### src/rtl/ddr3_arb_pkg.sv
// Shared definitions for the two-port DDR3 command arbiter: FSM states,
// latched command modes and the post-release settle time.
package ddr3_arb_pkg;

    localparam int ADDR_W = 28;

    typedef enum logic [1:0] {
        ARB   = 2'd0,
        OWN   = 2'd1,
        DRAIN = 2'd2
    } arb_state_e;

    typedef enum logic {
        MODE_WRITE = 1'b0,
        MODE_READ  = 1'b1
    } arb_mode_e;

    // Cycles to wait after deasserting the enables before ctrl_idle is trusted.
    localparam int unsigned DRAIN_SETTLE = 2;

endpackage

### src/rtl/rr_arbiter2.sv
// Two-request round-robin pick. The last-owner pointer only moves when the
// top level releases a grant, so a contested pick favours the other port.
module rr_arbiter2 (
    input  logic       clk,
    input  logic       rst,
    input  logic [1:0] req,
    input  logic       update,
    input  logic       owner,
    output logic [1:0] gnt
);

    logic last_q, last_d;

    always_comb begin
        gnt = req;
        if (req == 2'b11) begin
            gnt = last_q ? 2'b01 : 2'b10;
        end
    end

    always_comb begin
        last_d = last_q;
        if (update) begin
            last_d = owner;
        end
    end

    // Reset to "port 1 went last" so port 0 wins the first contested round.
    always_ff @(posedge clk or posedge rst) begin
        if (rst) begin
            last_q <= 1'b1;
        end else begin
            last_q <= last_d;
        end
    end

endmodule

### src/rtl/ddr3_port_arbiter.sv
// Shares one ddr3_controller command interface between two requester ports.
// A grant persists through a drain phase until the controller reports idle.
module ddr3_port_arbiter
    import ddr3_arb_pkg::*;
#(
    parameter int HOLD_WIDTH = 16,
    parameter int MAX_HOLD   = 4096
) (
    input  logic              clk,
    input  logic              rst,
    input  logic              p0_write_en,
    input  logic [ADDR_W-1:0] p0_write_address,
    input  logic              p0_read_en,
    input  logic [ADDR_W-1:0] p0_read_address,
    output logic              p0_grant,
    output logic              p0_preempt,
    input  logic              p1_write_en,
    input  logic [ADDR_W-1:0] p1_write_address,
    input  logic              p1_read_en,
    input  logic [ADDR_W-1:0] p1_read_address,
    output logic              p1_grant,
    output logic              p1_preempt,
    output logic              write_en,
    output logic [ADDR_W-1:0] write_address,
    output logic              read_en,
    output logic [ADDR_W-1:0] read_address,
    input  logic              ctrl_idle,
    output logic              busy
);

    localparam logic [HOLD_WIDTH-1:0] HOLD_LIMIT =
        HOLD_WIDTH'(MAX_HOLD > 0 ? MAX_HOLD - 1 : 0);

    arb_state_e            state_q, state_d;
    arb_mode_e             mode_q, mode_d;
    logic                  owner_q, owner_d;
    logic [HOLD_WIDTH-1:0] hold_q, hold_d;
    logic [1:0]            settle_q, settle_d;
    logic [1:0]            grant_q, grant_d;
    logic [1:0]            preempt_q, preempt_d;
    logic                  write_en_q, write_en_d;
    logic                  read_en_q, read_en_d;
    logic [ADDR_W-1:0]     write_address_q, write_address_d;
    logic [ADDR_W-1:0]     read_address_q, read_address_d;

    logic [1:0] req;
    logic [1:0] pick;
    logic       rr_update;
    logic       win_port;
    logic       win_write;
    logic       owner_live;
    logic       other_req;
    logic       hold_hit;

    assign req       = {p1_write_en | p1_read_en, p0_write_en | p0_read_en};
    assign win_port  = pick[1];
    assign win_write = win_port ? p1_write_en : p0_write_en;

    // Only the latched-mode enable keeps the grant alive; the other is ignored.
    assign owner_live = (mode_q == MODE_WRITE)
                      ? (owner_q ? p1_write_en : p0_write_en)
                      : (owner_q ? p1_read_en  : p0_read_en);
    assign other_req  = owner_q ? req[0] : req[1];
    assign hold_hit   = (MAX_HOLD != 0) && (hold_q == HOLD_LIMIT);

    rr_arbiter2 u_rr (
        .clk    (clk),
        .rst    (rst),
        .req    (req),
        .update (rr_update),
        .owner  (owner_q),
        .gnt    (pick)
    );

    // NOTE: every signal assigned here gets a default first, otherwise
    // paths that skip an assignment would infer latches.
    always_comb begin
        state_d         = state_q;
        mode_d          = mode_q;
        owner_d         = owner_q;
        hold_d          = hold_q;
        settle_d        = settle_q;
        grant_d         = grant_q;
        preempt_d       = 2'b00;
        write_en_d      = write_en_q;
        read_en_d       = read_en_q;
        write_address_d = write_address_q;
        read_address_d  = read_address_q;
        rr_update       = 1'b0;

        case (state_q)
            ARB: begin
                if (|pick) begin
                    state_d = OWN;
                    owner_d = win_port;
                    grant_d = pick;
                    if (win_write) begin
                        mode_d          = MODE_WRITE;
                        write_en_d      = 1'b1;
                        write_address_d = win_port ? p1_write_address : p0_write_address;
                    end else begin
                        mode_d         = MODE_READ;
                        read_en_d      = 1'b1;
                        read_address_d = win_port ? p1_read_address : p0_read_address;
                    end
                end
            end
            OWN: begin
                if (!owner_live || (hold_hit && other_req)) begin
                    state_d    = DRAIN;
                    settle_d   = 2'd0;
                    write_en_d = 1'b0;
                    read_en_d  = 1'b0;
                    // A simultaneous drop wins over preemption: no pulse.
                    if (owner_live) begin
                        preempt_d = owner_q ? 2'b10 : 2'b01;
                    end
                end else if (hold_q != '1) begin
                    hold_d = hold_q + 1'b1;
                end
            end
            DRAIN: begin
                if (settle_q != 2'(DRAIN_SETTLE)) begin
                    settle_d = settle_q + 2'd1;
                end else if (ctrl_idle) begin
                    state_d   = ARB;
                    grant_d   = 2'b00;
                    hold_d    = '0;
                    rr_update = 1'b1;
                end
            end
            default: state_d = ARB;
        endcase
    end

    // NOTE: state registers use non-blocking assignments so every flop
    // samples the pre-edge value of its peers.
    always_ff @(posedge clk or posedge rst) begin
        if (rst) begin
            state_q         <= ARB;
            mode_q          <= MODE_WRITE;
            owner_q         <= 1'b0;
            hold_q          <= '0;
            settle_q        <= 2'd0;
            grant_q         <= 2'b00;
            preempt_q       <= 2'b00;
            write_en_q      <= 1'b0;
            read_en_q       <= 1'b0;
            write_address_q <= '0;
            read_address_q  <= '0;
        end else begin
            state_q         <= state_d;
            mode_q          <= mode_d;
            owner_q         <= owner_d;
            hold_q          <= hold_d;
            settle_q        <= settle_d;
            grant_q         <= grant_d;
            preempt_q       <= preempt_d;
            write_en_q      <= write_en_d;
            read_en_q       <= read_en_d;
            write_address_q <= write_address_d;
            read_address_q  <= read_address_d;
        end
    end

    assign p0_grant      = grant_q[0];
    assign p1_grant      = grant_q[1];
    assign p0_preempt    = preempt_q[0];
    assign p1_preempt    = preempt_q[1];
    assign write_en      = write_en_q;
    assign read_en       = read_en_q;
    assign write_address = write_address_q;
    assign read_address  = read_address_q;
    assign busy          = (state_q != ARB);

endmodule

### config.mk
export PLATFORM = sky130hd
export DESIGN_NAME = ddr3_port_arbiter
export DESIGN_NICKNAME = d
export VERILOG_FILES = /design/src/rtl/ddr3_arb_pkg.sv /design/src/rtl/rr_arbiter2.sv /design/src/rtl/ddr3_port_arbiter.sv
export SDC_FILE = /design/constraint.sdc
export NUM_CORES = 1
export LEC_CHECK = 0
export CORE_ASPECT_RATIO = 0.75
export CORE_MARGIN = 10
export CORE_UTILIZATION = 68
export DETAILED_ROUTE_END_ITERATION = 12
export DONT_BUFFER_PORTS = 1
export PLACE_DENSITY = 0.84
export SLEW_MARGIN = 10
export SYNTH_ARGS = -nofsm -noshare
export SYNTH_HDL_FRONTEND = slang
export SYNTH_SLANG_ARGS = --single-unit
export TNS_END_PERCENT = 10
### constraint.sdc
create_clock -name clk -period 4.25 [get_ports clk]
set_input_delay 0.85 -clock clk [delete_from_list [all_inputs] [get_ports clk]]
set_output_delay 0.85 -clock clk [all_outputs]
set_load 0.05 [all_outputs]
======== Word-level counts from Yosys, hierarchy flattened ========
Cells that the tools add are included.
word-level totals
  ROM bits ................................ 0
  bits in writable memories ............... 0
  output and inout bits ................... 63
  register bits after elaboration ......... 85
  latch bits .............................. 0
  logic and storage cells ................. 89
  input bits .............................. 119
  memories ................................ 0
operators by class
  add/sub/neg operators ................... 2
  divide/modulo/power cells ............... 0
  multipliers ............................. 0
  bitwise operators ....................... 3
  eq/ne operators ......................... 15
  order comparisons ....................... 0
  reduce and logical (&&, ||, !) cells .... 18
  multiplexer cells ....................... 39
  shift-type cells ........................ 0
operator list
  kind                   number
  $mux 16                4
  $mux 28                2
  $pmux 16 s2            1
  $mux 2                 13
  $ne 2x2->1 const B     10
  $add 16x1->16 const B  1
  $eq 16x12->1 const B   1
  $ne 16x16->1 const B   1
  $reduce_and 4->1       4
  $mux 1                 14
  $reduce_and 3->1       3
  $pmux 2 s2             2
  $reduce_bool 2->1      4
  $pmux 2 s3             1
  $reduce_and 5->1       1
  $eq 2x2->1 const B     2
  $pmux 1 s2             2
  $add 2x1->2 const B    1
  $eq 2x1->1 const B     1
  $logic_not 2->1        1
  $or 1x1->1             2
  $reduce_and 2->1       1
  $reduce_or 2->1        1
  $logic_and 1x1->1      1
  3 further kinds        3

======== Logic depth before layout (Yosys ltp) ========
  depth in word-level cells ............... 7
  mapped depth ............................ 7
  depth with buffers taken out ............ 6

======== Cells and area by module ========
Synthesis repeated with hierarchy kept, for this count alone.
unflattened totals
  cell total of the unflattened synthesis .. 438
  area, all modules ....................... 4,307.9 µm²
modules (own cells, without submodules)
  module             cells an instance  area each (µm²)  instances  seq. area each (µm²)
  ddr3_port_arbiter  431                4,250.3          1          2,102.0
  rr_arbiter2        7                  57.6             1          26.3

======== Worst setup path after synthesis ========
Ideal clock, no wire load.
  kind .................................... input -> register
  start point ............................. in p0_read_en
  end point ............................... reg read_address_q[18], in the netlist read_address[18]
  slack ................................... 1,923 ps
  arrival time ............................ 2,202 ps
  buffers on the path ..................... 1
  setup time .............................. 125 ps
  cell stages on the path ................. 5
  required time ........................... 4,125 ps
  cell sequence ........................... or2_2 > a21oi_1 > buf_2 > mux2_2 > mux2_2
on the way
  cells in the longest elaborated chain, start to end .. 6
  elaborated cells on any way between the ends .. 8
  classes of those cells .................. eq/ne: 1; mux: 3; bitwise: 2; reduce/logical: 2
RTL lines
  item                        line                      source
  from (decl)                 ddr3_port_arbiter.sv:13   input logic p0_read_en,
  $or 1x1->1 (*)              ddr3_port_arbiter.sv:55   assign req = {p1_write_en | p1_read_en, p0_write_en | p0_read_en};
  $eq 2x2->1                  rr_arbiter2.sv:16         if (req == 2'b11) begin
  $mux 2 (*)                  rr_arbiter2.sv:16
  $mux 1                      ddr3_port_arbiter.sv:57   assign win_write = win_port ? p1_write_en : p0_write_en;
  $not 1->1 (no line)         -
  $reduce_and 3->1 (no line)  -
  to (signal assigned)        ddr3_port_arbiter.sv:162  read_address_q <= read_address_d;
  to (decl)                   ddr3_port_arbiter.sv:44   logic [ADDR_W-1:0] read_address_q, read_address_d;
Mark *: on every way between the ends. The rest lies on a longest branch, timed or not.
A chain may end at the register's enable or synchronous reset.

======== Final worst setup path ========
  start point ............................. reg hold_q[1]
  end point ............................... reg hold_q[3]
on the way
  cells in the longest elaborated chain, start to end .. 5
  elaborated cells on any way between the ends .. 11
  classes of those cells .................. add/sub: 1; eq/ne: 4; mux: 3; reduce/logical: 3
RTL lines
  item                                                   line                      source
  from (decl)                                            ddr3_port_arbiter.sv:37   logic [HOLD_WIDTH-1:0] hold_q, hold_d;
  from (signal assigned)                                 ddr3_port_arbiter.sv:155  hold_q <= hold_d;
  branches (longest 5 deep; another with $add 16x1->16)  -
Parallel ways; which one is timed is not known. The select of a mux whose other input is x is not followed.

==> results.txt <==
STA classifies the critical path endpoint as a register. The share of synthesized flip-flops with an asynchronous set or reset came out at 100%. The library cells used most frequently in the layout, excluding fill and tap cells, are 84 x sky130_fd_sc_hd__dfrtp_1, 56 x sky130_fd_sc_hd__mux2_2, 41 x sky130_fd_sc_hd__o21ai_0. Using the TritonRoute via totals, the vias-per-cell ratio works out to 6.42.

Compared with the post-synthesis result, the final layout area differs by 6.14%. For the number of buffers on the longest clock path, the log shows 2. The core region is 0.00595 sq mm.

The data arrival at the endpoint of the critical path is 2.84 ns. Timing would allow up to 387 MHz. The first global-routing pass estimated 16.8 mm of wire. The share of cells above drive strength 1 is 23.1%, and the sequential element share of the synthesized area is 50.0%. Required time of the critical path: 4.50 ns. Adding up every negative setup slack in the final design gives 0 ns.

The number of max-slew violations in the final report is 0, and the post-synthesis net count is 502. 0 antenna diodes ended up in the layout. In this run the post-CTS setup repair buffer count came out at 0. The total CTS buffers came out at 9. Hold repair after CTS inserted 0 buffers. The slew at the pin closest to its max-slew limit was 0.932 ns; the post-detailed-route wirelength per cell was 23.8 um. For this design the ratio of total power to cell area is 896 mW/mm^2.

In this run, the number of DRC markers left after iteration 0 of detailed routing was 239. Among cell families on the critical path, the largest total delay comes from simple AND/OR/NAND/NOR gates. Once detail routing completed, the nets flagged for antenna violations numbered 0. The run gives 0.00426 sq mm as the post-synthesis cell area. The run gives 0.0112 ns as the worst setup skew after layout. The count of flip-flops with a built-in enable after synthesis came out at 0.

The final critical path takes up 60.8% of the cycle. The count of buffering cells on the critical path with inverters included was 0; the number of levels in the clock H-tree was 3. The analysis attributes to cell leakage a power of 2.10 nW. Leading cell type in the layout, fill and taps excluded: sky130_fd_sc_hd__dfrtp_1. Detailed placement ended at an HPWL of 8.51 mm. Synthesis produced a netlist whose cell count is 381.

The first TritonRoute pass finished after 4 iterations. Setup repair after global routing left no endpoint under its margin. The worst pin sits at a relative slew slack of 37.8%.

The count of max-cap constraint violations was 0. The tree is rooted in a sky130_fd_sc_hd__clkbuf_8. Worst-skew pair later-pin latency: 0.36 ns.

The most used flip-flop cell after synthesis is sky130_fd_sc_hd__dfrtp_1. After clock tree synthesis, the clock-pin slew on the worst setup and hold paths is 0.08 ns. The flow ran to the end, and the final reports show no timing, DRC or antenna violations. The run gives 58 as the pin count of the biggest net entering global routing. The clock net sink count was 85; the starting density of the core was 71.6%.

In this run the worst path has a maximum fanout of 13. After the last flow step, the layout net total stands at 497. Input and output buffers added on the ports amount to 0. In the routed design, unresolved DRC markers number 0. The critical path goes through ha_1 -> nand3_2 -> nor4_4 -> nand4_1 -> and3_1 -> o22a_1. For the via count of the first global-routing pass, the log shows 2934. After synthesis the netlist holds a flip-flop and latch count of 85. The logs give 182 for the total I/O pin count and 2946 for the via count. The count of distinct cell types in the synthesized netlist is 46, and the count of cells resized by post-cts repair is 0. Final RePlAce weighted congestion: 0.787. The post-synthesis area per instance was 11.2 sq um. The routed wire length is 10.9 mm, and the sum of overflow across all layers after global routing is 0. Yosys printed 0 warnings.

The time the final worst path needs with I/O delays and setup is 2.59 ns, and the number of antenna violations at the first check in global routing is 1. Final hold analysis gives a worst-case slack of 0.532 ns. The final hold violation count was 0. Critical setup path kind: reg -> reg. The final-report setup violation count was 0. Global routing consumed, over all layers together, 21.2% of the routing resources. The die covers 0.00986 sq mm.

The floorplan step set the die width to 111 um. In this run the worst hold path is classified as reg -> reg. The type of origin of the critical path is a register. IR analysis of the VDD net gives a maximum drop of 0.000470 V. TritonCTS built the clock tree. The slowest stage of the critical path belongs to the cell sky130_fd_sc_hd__nand4_1. From bottom edge to top edge, the die measures 88.5 um. On the worst path, the slowest cell contributes a delay of 0.60 ns.

The tools report the site row count as 24.
cells by family after synthesis:
group | share of synthesized area [%]
buf+inv | 3.56
simple gates | 10.5
flops | 50.0
compound gates | 13.2
mux | 22.2
fa+ha+maj | 0.588
cell type report:
type	count	area, sq um
repair buffers	5	37.5
flip-flops and latches	85	2130
multi-input cells	263	1990
fillers	358	1430
clock buffers	11	151
clock inverters	5	65.1
inverters	12	46.3
well taps	78	97.6
path summary, 6_finish.rpt:
| check | cells after the start | slack, ns | start | to |
|---|---|---|---|---|
| max | 6 | 1.66 | hold_q[1] | hold_q[3] |
| max in group asynchronous | 2 | 2.75 | rst | u_rr.last_q |
| max reg2reg | 6 | 1.66 | hold_q[1] | hold_q[3] |
| min reg2reg | 1 | 0.53 | hold_q[10] | hold_q[10] |
| min in group asynchronous | 1 | 0.54 | rst | read_address[21] |
| min | 1 | 0.53 | hold_q[10] | hold_q[10] |
power breakdown:
part / switching, W / internal, W
Combinational: 0.000544 / 0.000460
Sequential: 0.00130 / 0.00113
Clock: 0.000300 / 0.000310
stage by stage:
step / instance area, sq um / worst slack, ns / power (W) / utilization (%) / cells
2_1_floorplan: 4260 / 1.21 / 0.00321 / - / 381
3_3_place_gp: 4300 / 1.52 / 0.00340 / 72.4 / 443
3_5_place_dp: 4300 / 1.41 / 0.00348 / 72.4 / 443
4_1_cts: 4520 / 1.68 / 0.00408 / 76.0 / 459
5_1_grt: 4520 / 1.46 / 0.00425 / 76.0 / 459
6_report: 4520 / 1.66 / 0.00405 / 76.0 / 459
registers in the layout, summed over array words and instances, names as in the netlist:
register	count
read_en	1
settle_q	2
owner_q	1
read_address	28
preempt_q	2
u_rr.last_q	1
write_en	1
write_address	28
mode_q	1
state_q	2
grant_q	2
hold_q	16
synth_stat cells (2+ instances only):
master | number | area, sq um
sky130_fd_sc_hd__nor4_1 | 2 | 12.5
sky130_fd_sc_hd__nand3_1 | 6 | 30.0
sky130_fd_sc_hd__ha_1 | 2 | 25.0
sky130_fd_sc_hd__buf_4 | 3 | 22.5
sky130_fd_sc_hd__a21oi_1 | 7 | 35.0
sky130_fd_sc_hd__nor4b_1 | 2 | 17.5
sky130_fd_sc_hd__or3_1 | 2 | 12.5
sky130_fd_sc_hd__nand2_1 | 39 | 146
sky130_fd_sc_hd__nor2_1 | 8 | 30.0
sky130_fd_sc_hd__and2_1 | 2 | 12.5
sky130_fd_sc_hd__o21a_1 | 4 | 30.0
sky130_fd_sc_hd__o21ai_0 | 42 | 210
sky130_fd_sc_hd__a21boi_0 | 2 | 15.0
sky130_fd_sc_hd__a31oi_1 | 9 | 56.3
sky130_fd_sc_hd__inv_1 | 12 | 45.0
sky130_fd_sc_hd__nand4_1 | 4 | 25.0
sky130_fd_sc_hd__mux2i_1 | 29 | 290
sky130_fd_sc_hd__nand2b_1 | 3 | 18.8
sky130_fd_sc_hd__or2_2 | 2 | 12.5
sky130_fd_sc_hd__clkbuf_1 | 10 | 37.5
sky130_fd_sc_hd__a22o_1 | 2 | 17.5
sky130_fd_sc_hd__buf_2 | 7 | 35.0
sky130_fd_sc_hd__o21ai_1 | 2 | 10.0
sky130_fd_sc_hd__nor2b_1 | 2 | 12.5
sky130_fd_sc_hd__dfrtp_1 | 84 | 2100
sky130_fd_sc_hd__nor3_1 | 2 | 10.0
sky130_fd_sc_hd__mux2_2 | 56 | 631
sky130_fd_sc_hd__and3_1 | 10 | 62.6
sky130_fd_sc_hd__a41oi_1 | 6 | 52.6
sky130_fd_sc_hd__a211o_1 | 4 | 35.0
worst register-to-register path, stage by stage, from the launching register on:
cell,delay (ns)
sky130_fd_sc_hd__dfrtp_1,0.39
sky130_fd_sc_hd__ha_1,0.24
sky130_fd_sc_hd__nand3_2,0.14
sky130_fd_sc_hd__nor4_4,0.50
sky130_fd_sc_hd__nand4_1,0.60
sky130_fd_sc_hd__and3_1,0.41
sky130_fd_sc_hd__o22a_1,0.19
routing by layer:
metal,part of all wire (%),track usage (%),vias up
met5,0,0,-
met4,1.0,6.40,0
met3,9.0,8.52,10
met2,51,36.5,132
met1,39,24.2,1423
li1,-,-,1381
Note: power is estimated with default switching activity, not from simulation.
